## config.mk

```make
export PLATFORM = sky130hd
export DESIGN_NAME = decode_stage_flat
export DESIGN_NICKNAME = d
export VERILOG_FILES = /design/src/rtl/decode_stage_if.sv /design/src/rtl/decode_stage.sv /design/src/flat_wrapper.sv
export SDC_FILE = /design/constraint.sdc
export NUM_CORES = 1
export LEC_CHECK = 0
export CAP_MARGIN = 20
export CORE_MARGIN = 3
export CORE_UTILIZATION = 51
export CTS_BUF_LIST = sky130_fd_sc_hd__clkbuf_4
export DETAILED_ROUTE_END_ITERATION = 7
export PLACE_DENSITY_LB_ADDON = 0.12
export SLEW_MARGIN = 20
export SYNTH_ARGS = -nofsm -noshare
export SYNTH_HDL_FRONTEND = slang
export SYNTH_SLANG_ARGS = --single-unit
```

## constraint.sdc

```tcl
create_clock -name clock -period 4 [get_ports clock]
set_clock_uncertainty 0.15 [all_clocks]
set_input_delay 1 -clock clock [delete_from_list [all_inputs] [get_ports clock]]
set_output_delay 1 -clock clock [all_outputs]
set_load 0.02 [all_outputs]
```

## src/rtl/decode_stage_if.sv

```systemverilog
// Fetch-to-execute handshake and decoded field bundle of decode_stage.
// slave is the stage side, master the fetch/execute side.
interface decode_stage_if #(
   parameter int PC_WIDTH = 32
);
   logic                in_valid;
   logic                in_ready;
   logic [31:0]         insn;
   logic [PC_WIDTH-1:0] pc;
   logic                out_valid;
   logic                out_ready;
   logic [5:0]          opcode_out;
   logic [5:0]          func_out;
   logic [4:0]          rs_out;
   logic [4:0]          rt_out;
   logic [4:0]          rd_out;
   logic [4:0]          sa_out;
   logic [31:0]         imm_out;
   logic [PC_WIDTH-1:0] target_out;
   logic [PC_WIDTH-1:0] pc_out;
   logic [4:0]          wreg_out;
   logic [2:0]          class_out;
   logic                illegal_out;

   modport slave (
      input  in_valid, insn, pc, out_ready,
      output in_ready, out_valid,
      output opcode_out, func_out,
      output rs_out, rt_out, rd_out, sa_out,
      output imm_out, target_out, pc_out,
      output wreg_out, class_out, illegal_out
   );

   modport master (
      output in_valid, insn, pc, out_ready,
      input  in_ready, out_valid,
      input  opcode_out, func_out,
      input  rs_out, rt_out, rd_out, sa_out,
      input  imm_out, target_out, pc_out,
      input  wreg_out, class_out, illegal_out
   );
endinterface

```

## src/rtl/decode_stage.sv

```systemverilog
// MIPS decode stage: field extraction, immediate/target generation,
// classification, with optional two-entry skid buffer on the output.
module decode_stage #(
   parameter int PC_WIDTH = 32,
   parameter bit SKID_EN  = 1'b1
) (
   input logic           clock,
   input logic           reset,
   input logic           flush,
   decode_stage_if.slave bus
);
   typedef enum logic [2:0] {
      C_ALU_R, C_ALU_I, C_LOAD, C_STORE,
      C_BRANCH, C_JUMP, C_MULDIV, C_ILLEGAL
   } class_e;

   typedef struct packed {
      logic [5:0]          opcode;
      logic [5:0]          func;
      logic [4:0]          rs;
      logic [4:0]          rt;
      logic [4:0]          rd;
      logic [4:0]          sa;
      logic [31:0]         imm;
      logic [PC_WIDTH-1:0] target;
      logic [PC_WIDTH-1:0] pc;
      logic [4:0]          wreg;
      class_e              cls;
   } entry_t;

   entry_t              d, m, s;
   logic                m_valid, s_valid;
   logic                s_valid_nxt, rdy_q;
   logic                accept, m_load;
   logic [15:0]         imm16;
   logic [PC_WIDTH-1:0] pc4, br_tgt, j_tgt;

   always_comb begin
      d        = '0;
      imm16    = bus.insn[15:0];
      d.opcode = bus.insn[31:26];
      d.func   = bus.insn[5:0];
      d.rs     = bus.insn[25:21];
      d.rt     = bus.insn[20:16];
      d.rd     = bus.insn[15:11];
      d.sa     = bus.insn[10:6];
      d.imm    = {{16{imm16[15]}}, imm16};
      d.pc     = bus.pc;
      d.cls    = C_ILLEGAL;
      pc4      = bus.pc + PC_WIDTH'(4);
      br_tgt   = pc4 + {d.imm[PC_WIDTH-3:0], 2'b00};
      // jump keeps the upper pc bits above the 256MB region
      j_tgt        = pc4;
      j_tgt[27:0]  = {bus.insn[25:0], 2'b00};
      unique case (d.opcode)
         6'h00: begin
            unique case (d.func)
               6'h00, 6'h02, 6'h03, 6'h04,
               6'h06, 6'h07, 6'h10, 6'h12,
               6'h20, 6'h21, 6'h22, 6'h23,
               6'h24, 6'h25, 6'h26, 6'h27,
               6'h2a, 6'h2b: begin
                  d.cls  = C_ALU_R;
                  d.wreg = d.rd;
               end
               6'h18, 6'h19, 6'h1a, 6'h1b:
                  d.cls = C_MULDIV;
               6'h08: d.cls = C_JUMP;
               6'h09: begin
                  d.cls  = C_JUMP;
                  d.wreg = d.rd;
               end
               default: d.cls = C_ILLEGAL;
            endcase
         end
         6'h01: begin
            if (d.rt[4:1] == 4'd0) begin
               d.cls    = C_BRANCH;
               d.target = br_tgt;
            end
         end
         6'h02: begin
            d.cls    = C_JUMP;
            d.target = j_tgt;
         end
         6'h03: begin
            d.cls    = C_JUMP;
            d.target = j_tgt;
            d.wreg   = 5'd31;
         end
         6'h04, 6'h05, 6'h06, 6'h07: begin
            d.cls    = C_BRANCH;
            d.target = br_tgt;
         end
         6'h08, 6'h09, 6'h0a, 6'h0b: begin
            d.cls  = C_ALU_I;
            d.wreg = d.rt;
         end
         6'h0c, 6'h0d, 6'h0e: begin
            d.cls  = C_ALU_I;
            d.wreg = d.rt;
            d.imm  = {16'h0, imm16};
         end
         6'h0f: begin
            d.cls  = C_ALU_I;
            d.wreg = d.rt;
            d.imm  = {imm16, 16'h0};
         end
         6'h20, 6'h23, 6'h24: begin
            d.cls  = C_LOAD;
            d.wreg = d.rt;
         end
         6'h28, 6'h2b: d.cls = C_STORE;
         default:      d.cls = C_ILLEGAL;
      endcase
   end

   assign accept = bus.in_valid && bus.in_ready && !flush;
   assign m_load = !m_valid || bus.out_ready;
   // S only ever fills while M is stalled
   assign s_valid_nxt = m_load ? 1'b0 : (s_valid || accept);
   assign bus.in_ready = SKID_EN ? rdy_q : m_load;

   always_ff @(posedge clock) begin
      if (reset) begin
         m_valid <= 1'b0;
         s_valid <= 1'b0;
         rdy_q   <= 1'b0;
         m       <= '0;
         s       <= '0;
      end else if (flush) begin
         m_valid <= 1'b0;
         s_valid <= 1'b0;
         rdy_q   <= 1'b1;
      end else begin
         s_valid <= s_valid_nxt;
         rdy_q   <= !s_valid_nxt;
         if (m_load) begin
            if (s_valid) begin
               m       <= s;
               m_valid <= 1'b1;
            end else begin
               m_valid <= accept;
               if (accept) m <= d;
            end
         end else if (accept) begin
            s <= d;
         end
      end
   end

   assign bus.out_valid   = m_valid;
   assign bus.opcode_out  = m.opcode;
   assign bus.func_out    = m.func;
   assign bus.rs_out      = m.rs;
   assign bus.rt_out      = m.rt;
   assign bus.rd_out      = m.rd;
   assign bus.sa_out      = m.sa;
   assign bus.imm_out     = m.imm;
   assign bus.target_out  = m.target;
   assign bus.pc_out      = m.pc;
   assign bus.wreg_out    = m.wreg;
   assign bus.class_out   = m.cls;
   assign bus.illegal_out = (m.cls == C_ILLEGAL);
endmodule

```

## src/flat_wrapper.sv

```systemverilog
// flat-port wrapper written by rule: the top's interface ports become plain ports
module decode_stage_flat 
#(
   parameter int PC_WIDTH = 32,
   parameter bit SKID_EN  = 1'b1
)
  (clock, reset, flush, bus_in_valid, bus_insn, bus_pc, bus_out_ready, bus_in_ready, bus_out_valid, bus_opcode_out, bus_func_out, bus_rs_out, bus_rt_out, bus_rd_out, bus_sa_out, bus_imm_out, bus_target_out, bus_pc_out, bus_wreg_out, bus_class_out, bus_illegal_out);
  decode_stage_if #(.PC_WIDTH(PC_WIDTH)) bus_i ();
  input logic clock;
  input logic reset;
  input logic flush;
  input wire logic [$bits(bus_i.in_valid)-1:0] bus_in_valid;
  input wire logic [$bits(bus_i.insn)-1:0] bus_insn;
  input wire logic [$bits(bus_i.pc)-1:0] bus_pc;
  input wire logic [$bits(bus_i.out_ready)-1:0] bus_out_ready;
  output wire logic [$bits(bus_i.in_ready)-1:0] bus_in_ready;
  output wire logic [$bits(bus_i.out_valid)-1:0] bus_out_valid;
  output wire logic [$bits(bus_i.opcode_out)-1:0] bus_opcode_out;
  output wire logic [$bits(bus_i.func_out)-1:0] bus_func_out;
  output wire logic [$bits(bus_i.rs_out)-1:0] bus_rs_out;
  output wire logic [$bits(bus_i.rt_out)-1:0] bus_rt_out;
  output wire logic [$bits(bus_i.rd_out)-1:0] bus_rd_out;
  output wire logic [$bits(bus_i.sa_out)-1:0] bus_sa_out;
  output wire logic [$bits(bus_i.imm_out)-1:0] bus_imm_out;
  output wire logic [$bits(bus_i.target_out)-1:0] bus_target_out;
  output wire logic [$bits(bus_i.pc_out)-1:0] bus_pc_out;
  output wire logic [$bits(bus_i.wreg_out)-1:0] bus_wreg_out;
  output wire logic [$bits(bus_i.class_out)-1:0] bus_class_out;
  output wire logic [$bits(bus_i.illegal_out)-1:0] bus_illegal_out;
  assign bus_i.in_valid = bus_in_valid;
  assign bus_i.insn = bus_insn;
  assign bus_i.pc = bus_pc;
  assign bus_i.out_ready = bus_out_ready;
  assign bus_in_ready = bus_i.in_ready;
  assign bus_out_valid = bus_i.out_valid;
  assign bus_opcode_out = bus_i.opcode_out;
  assign bus_func_out = bus_i.func_out;
  assign bus_rs_out = bus_i.rs_out;
  assign bus_rt_out = bus_i.rt_out;
  assign bus_rd_out = bus_i.rd_out;
  assign bus_sa_out = bus_i.sa_out;
  assign bus_imm_out = bus_i.imm_out;
  assign bus_target_out = bus_i.target_out;
  assign bus_pc_out = bus_i.pc_out;
  assign bus_wreg_out = bus_i.wreg_out;
  assign bus_class_out = bus_i.class_out;
  assign bus_illegal_out = bus_i.illegal_out;
  decode_stage #(.PC_WIDTH(PC_WIDTH), .SKID_EN(SKID_EN)) u_core (.clock(clock), .reset(reset), .flush(flush), .bus(bus_i));
endmodule
```

==> run_results.csv <==
group,metric,value,unit
global_routing,grt_usage,0.295,
floorplan,die_w,170,µm
synthesis,synth_area_leaders,"dfxtp_1 (40%), nand2_1 (9.3%), a21oi_1 (6.8%)",
min_path,whs_path_depth,2,
global_routing,top_usage_layer,"met2",
floorplan,die_y,170,µm
synthesis,synth-xor-area-share,0.0304,
clock_tree,cts_max_path_buffers,3,
synthesis,synthMuxAreaShare,0.0489,
global_routing,grt_max_degree,199,
power_and_ir_drop,leakagePower,0.00659,µW
place,place_area,17100,µm²
synthesis,async_flop_share,0,
clock_tree,clock_latency,0.67,ns
place,hpwl,30300,µm
floorplan,start_util,0.522,
detailed_routing,drt_pass1_iterations,7,
worst_setup_path,reg2reg_from,"u_core.bus.out_valid",
sta,fin_hold_ws,0.297,ns
sta,final-setup-viol-count,0,
global_routing,grt_use_met1,0.397,
global_routing,grt.overflow.total,0,
synthesis,ys.flop_type,"dfxtp_1",
sta,period_needed,3.86,ns
layout,synthToLayoutAreaGrowth,32.6,%
job,drv_cap,0,
detailed_routing,post_drt_wl_per_cell,17.9,µm
detailed_routing,drc,0,
synthesis,ys_ff_latch,275,
power_and_ir_drop,powerDensity,348,nW/µm²
global_routing,grtUsageMet2,0.477,
worst_setup_path,worstPathMaxFanout,5,
global_routing,use_met3,0.0472,
worst_setup_path,r2r-end,"u_core.bus.pc_out[12]",
synthesis,syn_nets,1873,
place,portBuffers,207,
synthesis,syn_area,13700,µm²
sta,hold_violations,0,
synthesis,synth_adder_area_share,0.0343,
synthesis,yosysWarnings,0,
detailed_routing,drtIter0Drc,1281,
worst_setup_path,critical_path_required,4.40,ns
floorplan,rows,59,
synthesis,synth_top_cell_by_area,"dfxtp_1",
clock_tree,tritoncts,"built",
floorplan,core_area,26300,µm²
synthesis,synthSimpleGateAreaFrac,0.211,
layout,drive_gt1_frac,0.158,
synthesis,synth_compound_area_frac,0.229,
worst_setup_path,reg2reg_slack,1.64,ns
power_and_ir_drop,finalPower,6330,µW
global_routing,antenna_found_initial,1,
synthesis,synth_edf_count,0,
global_routing,grt_pass1_vias,13000,
synthesis,synthDistinctLibCells,64,
detailed_routing,via_per_inst,5.67,
min_path,hold_path.class,"register to register",
worst_setup_path,crit_path_start_kind,"primary input",
sta,max_freq,259,MHz
sta,worstMarginPinSlew,1.08,ns
synthesis,synth_top_family_by_area,"compound AO/OA/AOI/OAI gates",
worst_setup_path,crit_type,"primary input to register",
outcome,status,"finished clean",
detailed_routing,vias,13900,
layout,final_nets,2189,
synthesis,synth_top_area_share,0.401,
worst_setup_path,worstSetupEndpointType,"register",
sta,period_share,0.966,
floorplan,ios,208,
detailed_routing,routed_wl,44100,µm
sta,fin_tns_setup,0,ns
global_routing,grt_pass1_wl,69200,µm
sta,max_slew_margin,0.282,
sta,drv_slew,0,
power_and_ir_drop,ir_drop,0.229,mV
synthesis,synthCells,1767,
clock_tree,clock_sinks,275,
floorplan,die_area,28900,µm²
worst_setup_path,crit_arrival,4.26,ns
clock_tree,root_buffer,"clkbuf_4",
worst_setup_path,cp-startpoint,"bus_pc[18]",
clock_tree,cts_buffers,73,
clock_tree,htreeDepth,3,
synthesis,ys_seq_area_frac,0.401,
place,place_congestion,0.913,
detailed_routing,ant_nets,0,
worst_setup_path,worstRegToRegCells,7,
worst_setup_path,cp-endpoint,"u_core.bus.target_out[31]",
synthesis,ys_top_cells_by_count,"nand2_1 (338), dfxtp_1 (275), a21oi_1 (187), nor2_1 (178), clkbuf_1 (137)",
clock_tree,ctsHoldBuffers,0,
synthesis,yosys.cell_count.top_type,"nand2_1",
clock_tree,cts.clk_slew.worst_paths,0.06,ns
synthesis,syn_area_per_cell,7.76,µm²
layout,final_cell_area,18200,µm²
report_power, final:
| part | internal, µW | switching [µW] | total [µW] |
|---|---|---|---|
| combinational | 490 | 612 | 1100 |
| clock | 1250 | 1140 | 2390 |
| sequential | 2800 | 32.8 | 2830 |
registers in the layout, summed over array words and instances (netlist names), 6 cells and up:
register	count
u_core.bus.target_out	32
u_core.bus.pc_out	32
u_core.bus.opcode_out	6
u_core.s	136
u_core.bus.imm_out	32
u_core.bus.func_out	6
placed cells by master (no fill, tap or decap), types with 8 or more instances in the layout:
cell type and instances:
a211oi_1 104, a21o_1 14, a21oi_1 180, a22oi_1 13, a31oi_1 8, and2_1 8, and3_1 9, buf_12 9
buf_4 166, clkbuf_4 105, clkdlybuf4s50_1 194, dfxtp_1 274, dlymetal6s2s_1 11, ha_1 34, inv_1 17, mux2i_1 67
nand2_1 337, nand2b_1 12, nand3_1 43, nand4_1 19, nor2_1 173, nor3_1 22, o211ai_1 25, o21a_1 9
o21ai_0 92, o21ai_1 9, xnor2_1 27, xor2_1 14
per-stage QoR:
step,instances,util,worst slack [ns]
after global routing,2458,0.692,-0.0121
after CTS,2455,0.685,0.0183
after floorplan,1767,-,-0.0297
final,2458,0.692,0.136
after global placement,2341,0.651,-0.766
after detailed placement,2341,0.651,-0.795
area by class of cell:
cell class,count,area (µm²)
Tap cell,335,419
Sequential cell,275,5510
Clock inverter,9,67.6
Clock buffer,105,788
Multi-Input combinational cell,1332,7790
Fill cell,2212,8100
Inverter,18,67.6
Timing Repair Buffer,383,3540
Antenna cell,1,2.50
layer usage:
layer  part of all wire  routed length, µm
met1               0.44              19500
met2               0.47              20500
met3              0.061               2690
met4              0.032               1400
met5                  0                  0
cells by family (layout without fill, tap and decap cells):
kind of cell	after synthesis	count (layout)
AO/OA/AOI/OAI	508	508
XOR/XNOR	46	46
adder cells (fa/ha/maj)	37	37
buffers and inverters	160	515
flip-flops	275	275
multiplexers	67	67
other	0	1
AND/OR/NAND/NOR	674	674
worst max-delay path: stages:
cell             delay, ns
clkdlybuf4s50_1       0.48
and4_1                0.24
nand2_2               0.10
or4_4                 0.60
nor3_1                0.21
xor2_1                0.25
ha_1                  0.31
nand3_1               0.18
nand2b_1              0.17
o31ai_4               0.09
mux2i_1               0.14
a221oi_2              0.32
o221ai_1              0.16
worst min-delay path by stage:
stage	from	endpoint	slack [ns]
final	u_core.bus.imm_out[19]	u_core.bus.imm_out[19]	0.30
after global routing	u_core.bus.target_out[4]	u_core.bus.target_out[4]	0.31
after CTS	u_core.bus.imm_out[19]	u_core.bus.imm_out[19]	0.30
after detailed placement	u_core.bus.imm_out[27]	u_core.bus.imm_out[27]	0.29
after global placement	u_core.bus.imm_out[19]	u_core.bus.imm_out[19]	0.29
after floorplan	u_core.s[104]	u_core.s[104]	0.29
repair_timing:
action	in CTS	in global routing
pin swaps	0	20
setup endpoints to repair	7	25
gates resized for setup	9	46
setup buffers	0	2
hold endpoints to repair	0	0
Power figures use the tool's default switching activity.
